**src/rtl/tfd_frame_sequencer.sv**
```systemverilog
// rtl/tfd_frame_sequencer.sv - issues one TFD frame of strided element requests under an outstanding window
// Optional abort support is compiled in with TFD_SEQ_ABORT_EN.
`timescale 1ns/1ps
module tfd_frame_sequencer #(
    parameter int ADDR_WIDTH      = 32,
    parameter int DEPTH_WIDTH     = 16,
    parameter int STRIDE_WIDTH    = 8,
    parameter int MAX_OUTSTANDING = 4
) (
    input  logic                    s_axi_aclk,
    input  logic                    s_axi_aresetn,
    input  logic [ADDR_WIDTH-1:0]   cfg_base_addr,
    input  logic [DEPTH_WIDTH-1:0]  cfg_depth,
    input  logic [STRIDE_WIDTH-1:0] cfg_stride,
    input  logic                    cfg_start,
`ifdef TFD_SEQ_ABORT_EN
    input  logic                    abort,
    output logic                    aborted,
`endif
    output logic [ADDR_WIDTH-1:0]   req_addr,
    output logic                    req_valid,
    output logic                    req_last,
    input  logic                    req_ready,
    input  logic                    rsp_valid,
    output logic                    busy,
    output logic                    done,
    output logic [DEPTH_WIDTH-1:0]  issued_count
);

    localparam int OUT_W = $clog2(MAX_OUTSTANDING + 1);
    localparam logic [OUT_W-1:0] OUT_MAX = OUT_W'(MAX_OUTSTANDING);

    localparam logic [1:0] ST_IDLE  = 2'd0;
    localparam logic [1:0] ST_ISSUE = 2'd1;
    localparam logic [1:0] ST_DRAIN = 2'd2;
    localparam logic [1:0] ST_DONE  = 2'd3;

    logic [1:0]              state;
    logic [ADDR_WIDTH-1:0]   addr_q;
    logic [DEPTH_WIDTH-1:0]  depth_q;
    logic [DEPTH_WIDTH-1:0]  issued_q;
    logic [STRIDE_WIDTH-1:0] stride_q;
    logic [OUT_W-1:0]        outstanding_q;
    logic [OUT_W-1:0]        outstanding_nxt;
    logic                    abort_q;
    logic                    abort_in;
    logic                    hs;
    logic                    rsp_take;

`ifdef TFD_SEQ_ABORT_EN
    assign abort_in = abort;
    assign aborted  = (state == ST_DONE) && abort_q;
`else
    assign abort_in = 1'b0;
`endif

    // The window only gates assertion: while a request waits, outstanding can only fall.
    assign req_valid    = (state == ST_ISSUE) && (outstanding_q < OUT_MAX);
    assign req_last     = req_valid && (issued_q == depth_q - DEPTH_WIDTH'(1));
    assign req_addr     = addr_q;
    assign busy         = (state != ST_IDLE);
    assign done         = (state == ST_DONE);
    assign issued_count = issued_q;

    assign hs       = req_valid && req_ready;
    assign rsp_take = rsp_valid && (outstanding_q != '0);

    always_comb begin
        outstanding_nxt = outstanding_q;
        if (hs && !rsp_take) begin
            outstanding_nxt = outstanding_q + OUT_W'(1);
        end else if (!hs && rsp_take) begin
            outstanding_nxt = outstanding_q - OUT_W'(1);
        end
    end

    always_ff @(posedge s_axi_aclk or negedge s_axi_aresetn) begin
        if (!s_axi_aresetn) begin
            state         <= ST_IDLE;
            addr_q        <= '0;
            depth_q       <= '0;
            issued_q      <= '0;
            stride_q      <= '0;
            outstanding_q <= '0;
            abort_q       <= 1'b0;
        end else begin
            outstanding_q <= outstanding_nxt;
            if (hs) begin
                issued_q <= issued_q + DEPTH_WIDTH'(1);
                addr_q   <= addr_q + ADDR_WIDTH'(stride_q);
            end
            case (state)
                ST_IDLE: begin
                    if (cfg_start) begin
                        addr_q        <= cfg_base_addr;
                        depth_q       <= cfg_depth;
                        stride_q      <= cfg_stride;
                        issued_q      <= '0;
                        outstanding_q <= '0;
                        abort_q       <= 1'b0;
                        state         <= (cfg_depth != '0) ? ST_ISSUE : ST_DONE;
                    end
                end
                ST_ISSUE: begin
                    if (abort_in) begin
                        abort_q <= 1'b1;
                    end
                    // A pending request is allowed to finish before an abort takes effect.
                    if (hs && (req_last || abort_in || abort_q)) begin
                        state <= ST_DRAIN;
                    end else if (abort_in && !req_valid) begin
                        state <= ST_DRAIN;
                    end
                end
                ST_DRAIN: begin
                    if (outstanding_nxt == '0) begin
                        state <= ST_DONE;
                    end
                end
                default: begin
                    state <= ST_IDLE;
                end
            endcase
        end
    end

endmodule

```
**config.mk**
```make
export PLATFORM = sky130hd
export DESIGN_NAME = tfd_frame_sequencer
export DESIGN_NICKNAME = d
export VERILOG_FILES = /design/src/rtl/tfd_frame_sequencer.sv
export SDC_FILE = /design/constraint.sdc
export NUM_CORES = 1
export LEC_CHECK = 0
export ABC_AREA = 0
export CORE_MARGIN = 2
export CORE_UTILIZATION = 40
export DETAILED_ROUTE_END_ITERATION = 10
export PLACE_DENSITY_LB_ADDON = 0.08
export SYNTH_ARGS = -nofsm -noshare
export SYNTH_HDL_FRONTEND = slang
export SYNTH_SLANG_ARGS = --single-unit
```
**constraint.sdc**
```tcl
create_clock -name s_axi_aclk -period 3.7 [get_ports s_axi_aclk]
set_input_delay 0.74 -clock s_axi_aclk [delete_from_list [all_inputs] [get_ports s_axi_aclk]]
set_output_delay 0.74 -clock s_axi_aclk [all_outputs]
set_load 0.01 [all_outputs]
```
Word level (Yosys, flattened, before mapping)
Index checks and enable logic that the tools add are counted. W data, S select, Z words.

Bits in registers: 77. Input bits: 61. Logic and storage cells: 50.

Add/sub/neg operators: 5. Magnitude comparators: 1. Equal/unequal tests: 7. Multiplexer cells: 15. Reduce and logical (&&, ||, !) cells: 16.

Operators by type and width (count): $mux W32 (3); $mux W16 (3); $add A32 B8 Y32 (1); $add A16 B1 Y16 const B (1); $eq A16 B16 Y1 (1); $reduce_bool A16 Y1 (1); $sub A16 B1 Y16 const B (1); $mux W3 (4); $mux W2 (4); $logic_and A1 B1 Y1 (7); $pmux W2 S3 (1); $eq A2 B2 Y1 const B (2); $ne A2 B2 Y1 const B (2); $add A3 B1 Y3 const B (1); $logic_not A3 Y1 (1); $lt A3 B3 Y1 const B (1); $reduce_and A3 Y1 (1); $reduce_bool A3 Y1 (1); $sub A3 B1 Y3 const B (1); $eq A2 B1 Y1 const B (1); $logic_not A1 Y1 (2); $logic_not A2 Y1 (1); $ne A2 B1 Y1 const B (1); $reduce_and A2 Y1 (1); $reduce_bool A2 Y1 (1).

Depth between registers and ports, before layout
Depth after elaboration: 10. Mapped depth: 11.

Least setup slack after synthesis
No wires, ideal clock.

Kind: register -> output. From: register depth_q[0]. To: output req_last. Arrival: 2.387 ns. Data required time: 2.960 ns. Path slack: 0.573 ns. Cell stages (with the launch flop): 10. Buffers on the path: 1. Cell sequence: dfrtp_1 > inv_1 > ha_1 > buf_2 > or4b_4 > nor4_4 > mux2_2 > mux2i_4 > nand2_1 > nor3_1.

Cells in the longest elaborated chain, start to end: 3.

Ends and longest elaborated chain: from (decl) (RTL line 40) `logic [DEPTH_WIDTH-1:0] depth_q;`; from (signal assigned) (RTL line 96) `depth_q <= cfg_depth;`; $sub A16 B1 Y16 (RTL line 59) `assign req_last = req_valid && (issued_q == depth_q - DEPTH_WIDTH'(1));`; $eq A16 B16 Y1 (RTL line 59); $logic_and A1 B1 Y1 (RTL line 59); to (decl) (RTL line 22) `output logic req_last,`.

No other way between the ends.

Final worst setup path
Same ends and word-level chain as after synthesis.

==> impl_results.md <==
* Reg clk slew, reported paths at 60 ps
* Post-synth cell types at 52
* Synth Area in Simple Gates at 0.291
* Area of the mapped netlist at 4860 sq um
* Switch share at 0.421
* IO Pins at roughly 110
* Critical path launch point type: register
* Post-synth EDFFs at 0
* Post-synth top flop: dfrtp_1
* Arrival time at the worst endpoint at 2820 ps
* Vias in the first global route at 4501
* Crit-path max FO at 6
* First-pass GRT wire length at 21800 um
* Pint at approximately 2.8 mW
* Crit path required time at 2960 ps
* Mapped Nets at ~670
* Minimum clock period at 3560 ps
* Setup CP Type: reg -> out
* Area contributors post-synth: dfrtp_1 40%, nand2_1 9.9%, o21ai_0 5.0%
* CTS buffer count at 9
* Finished Layout Cells at 846
* Vias after detailed routing at 4519
* GRT Total Usage at 0.210
* Overflow after GRT at 0
* Mux share of post-synthesis cell area at 0.00900
* H-tree depth at 3
* Nets at 775
* Adder-cell share of the synthesized area at 0.0504
* Initial antenna violation count at 0
* Pre-Repair DR Iteration Count at 5
* Detail-routed net length per standard cell at around 16 um
* Min-Delay Path Class: reg -> reg
* First DRT Iteration DRCs at 265
* Syn Area/Cell at 8.27 sq um
* Residual DRC at 0
* IO Port Bufs at 112
* Fraction of layout cells with a size suffix above 1 at 0.0544
* Final wirelength at 13200 um
* TritonCTS clock tree: yes
* Slew at the pin closest to its max-slew limit at 1010 ps
* Slew HR at 0.329
* Root buffer cell: clkbuf_16
* Comb pwr share at 0.510
* Die W at 114 um
* Clock share of power at 0.170
* Largest family of logic cells by synthesized area: simple AND/OR/NAND/NOR gates
* Status: finished, final reports clean
* PwrDens at 762 nW/um^2
* Area leader, netlist: dfrtp_1
* Post-layout util at 0.538
* Synth top area share at 0.396
* Total power at 4.91 mW
* # Max-Cap Violations at 0
* Post-synth ARST share at 1.00
* Fin crit share at 0.962
* Clock Latency Late Sink at about 330 ps
* Full die area at 13100 sq um
* Post-Synth XOR/XNOR Area at 0.0972
* CTS Hold Buffers Added at 0
* Placer Congestion at 0.826
* Fillers at 1133
* ANT nets after route at 0
* Largest net degree at the start of global routing at between 80 and 90
* Flop pwr share at 0.320
* Synth Register Bits at 77
* Total Neg Setup Slack at 0 ps
* CTS Buffer Depth at 2
* Row Count at 40
* DIE HEIGHT at about 110 um
* Via density at 5.34
* Hold Vio Cnt, Final at 0
* Compound-Gate Fraction of Synth Area at 0.119
* Setup Skew at 7.89 ps
* RSZ-0062 raised after global routing: false
* Sink Count at 77
* CORE AREA at 12000 sq um
* Sequential area share after synthesis at 0.396
* Critical Path Sink Type: output pin
* Mapped Cells at 588
* Synth warnings at 0
* R2r startpoint: req_addr[0]$_DFF_PN0_
* Placed cell count at 831
* Initial Util at 0.407
* Worst vdd ir at around 0.34 mV
* P_leak at 2.71 nW
* Hold path startpoint: stride_q[6]$_DFFE_PN0P_
* Setup-failing EPs final at 0
* Area Overhead vs Synth at 32.3%
* Peak Freq at approximately 280 MHz
* Psw at 2.07 mW
* Slew Viols, Final at 0
* Diodes inserted at 0
* Post-DP HPWL at 9690 um
* CP startpoint: depth_q[0]$_DFFE_PN0P_
cells by family after synthesis:
kind of cell	Yosys count
simple gates	291
compound gates	98
flops	77
xor+xnor	54
buf+inv	46
fa+ha+maj	19
mux	3
sequential cells by signal, summed over array words and instances (netlist names):
signal	count
outstanding_q	3
stride_q	8
req_addr	32
state	2
depth_q	16
issued_count	16
worst paths after layout:
| check | slack, ps | end | depth (start not counted) |
|---|---|---|---|
| hold / removal | 480 | stride_q[6]$_DFFE_PN0P_ | 2 |
| min in group asynchronous | 570 | state[1]$_DFFE_PN0P_ | 1 |
| max in group asynchronous | 2450 | depth_q[0]$_DFFE_PN0P_ | 1 |
| setup / recovery | 140 | req_last | 9 |
| setup reg to reg | 760 | req_addr[20]$_DFF_PN0_ | 11 |
| hold reg to reg | 480 | stride_q[6]$_DFFE_PN0P_ | 2 |
cells in the final DEF (no fill, tap or decap), types with 9 or more instances in the layout:
cell             synthesis  final
a21oi_1                 16     16
and3_1                  15     15
buf_4                    0     12
clkbuf_16                0      9
clkdlybuf4s50_1          0    110
dfrtp_1                 77     76
ha_1                    18     18
inv_1                   18     18
nand2_1                128    128
nand3_1                 14     14
nand4_1                 22     22
nor2_1                  44     44
nor3_1                  17     17
nor4_1                  10     10
o21ai_0                 49     49
or3_1                   10     10
xnor2_1                 27     27
xor2_1                  27     27
critical path: stages (launching register included):
cell and delay (ps):
dfrtp_2 440, inv_1 90, ha_1 170, or4b_4 520, nor4_4 330, mux2_2 400, mux2i_4 160, nand2_1 70
nor3_1 150, clkbuf_2 160
per-layer routing:
| metal | global-route usage | wire length (um) | vias to the layer above |
|---|---|---|---|
| met5 | 0 | 0 | - |
| met4 | 0.0561 | 110 | 0 |
| met3 | 0.0503 | 677 | 11 |
| met2 | 0.361 | 6550 | 111 |
| met1 | 0.263 | 5850 | 2142 |
| li1 | - | - | 2255 |
final cells by class:
type                            count  area, sq um  share of cell area
Clock inverter                      1         5.00            0.000778
Timing Repair Buffer              124         1220               0.189
Sequential cell                    77         1930               0.300
Tap cell                          147          184              0.0286
Inverter                           18         67.6              0.0105
Multi-Input combinational cell    465         2760               0.429
Clock buffer                       14          274              0.0426
through the flow:
stage                     setup WS [ps]  hold slack, ps  cell area [sq um]
after CTS                          32.2             486               6430
after floorplan                     573             444               4860
after global placement              153             471               6150
after detailed placement            108             471               6150
after global routing              0.511             517               6440
final                               140             480               6440
power groups by stage:
stage,registers (mW),logic [mW],clock network [mW]
CTS,1.57,2.51,0.860
global route,1.63,2.79,0.893
floorplan,1.55,1.57,0
detailed placement,1.57,2.50,0
finish,1.57,2.50,0.834
global placement,1.57,2.44,0
Yosys cell counts, drive strengths merged (5+ instances only):
cell and instances:
a21oi 16, a31oi 8, and3 15, clkbuf 25
dfrtp 77, ha 18, inv 18, nand2 128
nand3 14, nand4 22, nor2 44, nor2b 7
nor3 18, nor4 12, o21ai 49, o31ai 5
or3 11, xnor2 27, xor2 27
repair_timing:
item | CTS | global route
gates cloned | 0 | 0
setup buffers | 0 | 0
setup endpoints to repair | 1 | 1
gates resized for setup | 1 | 4
endpoints found under the hold margin | 0 | 0
pin swaps | 0 | 1
(Power assumes the default switching activity.)
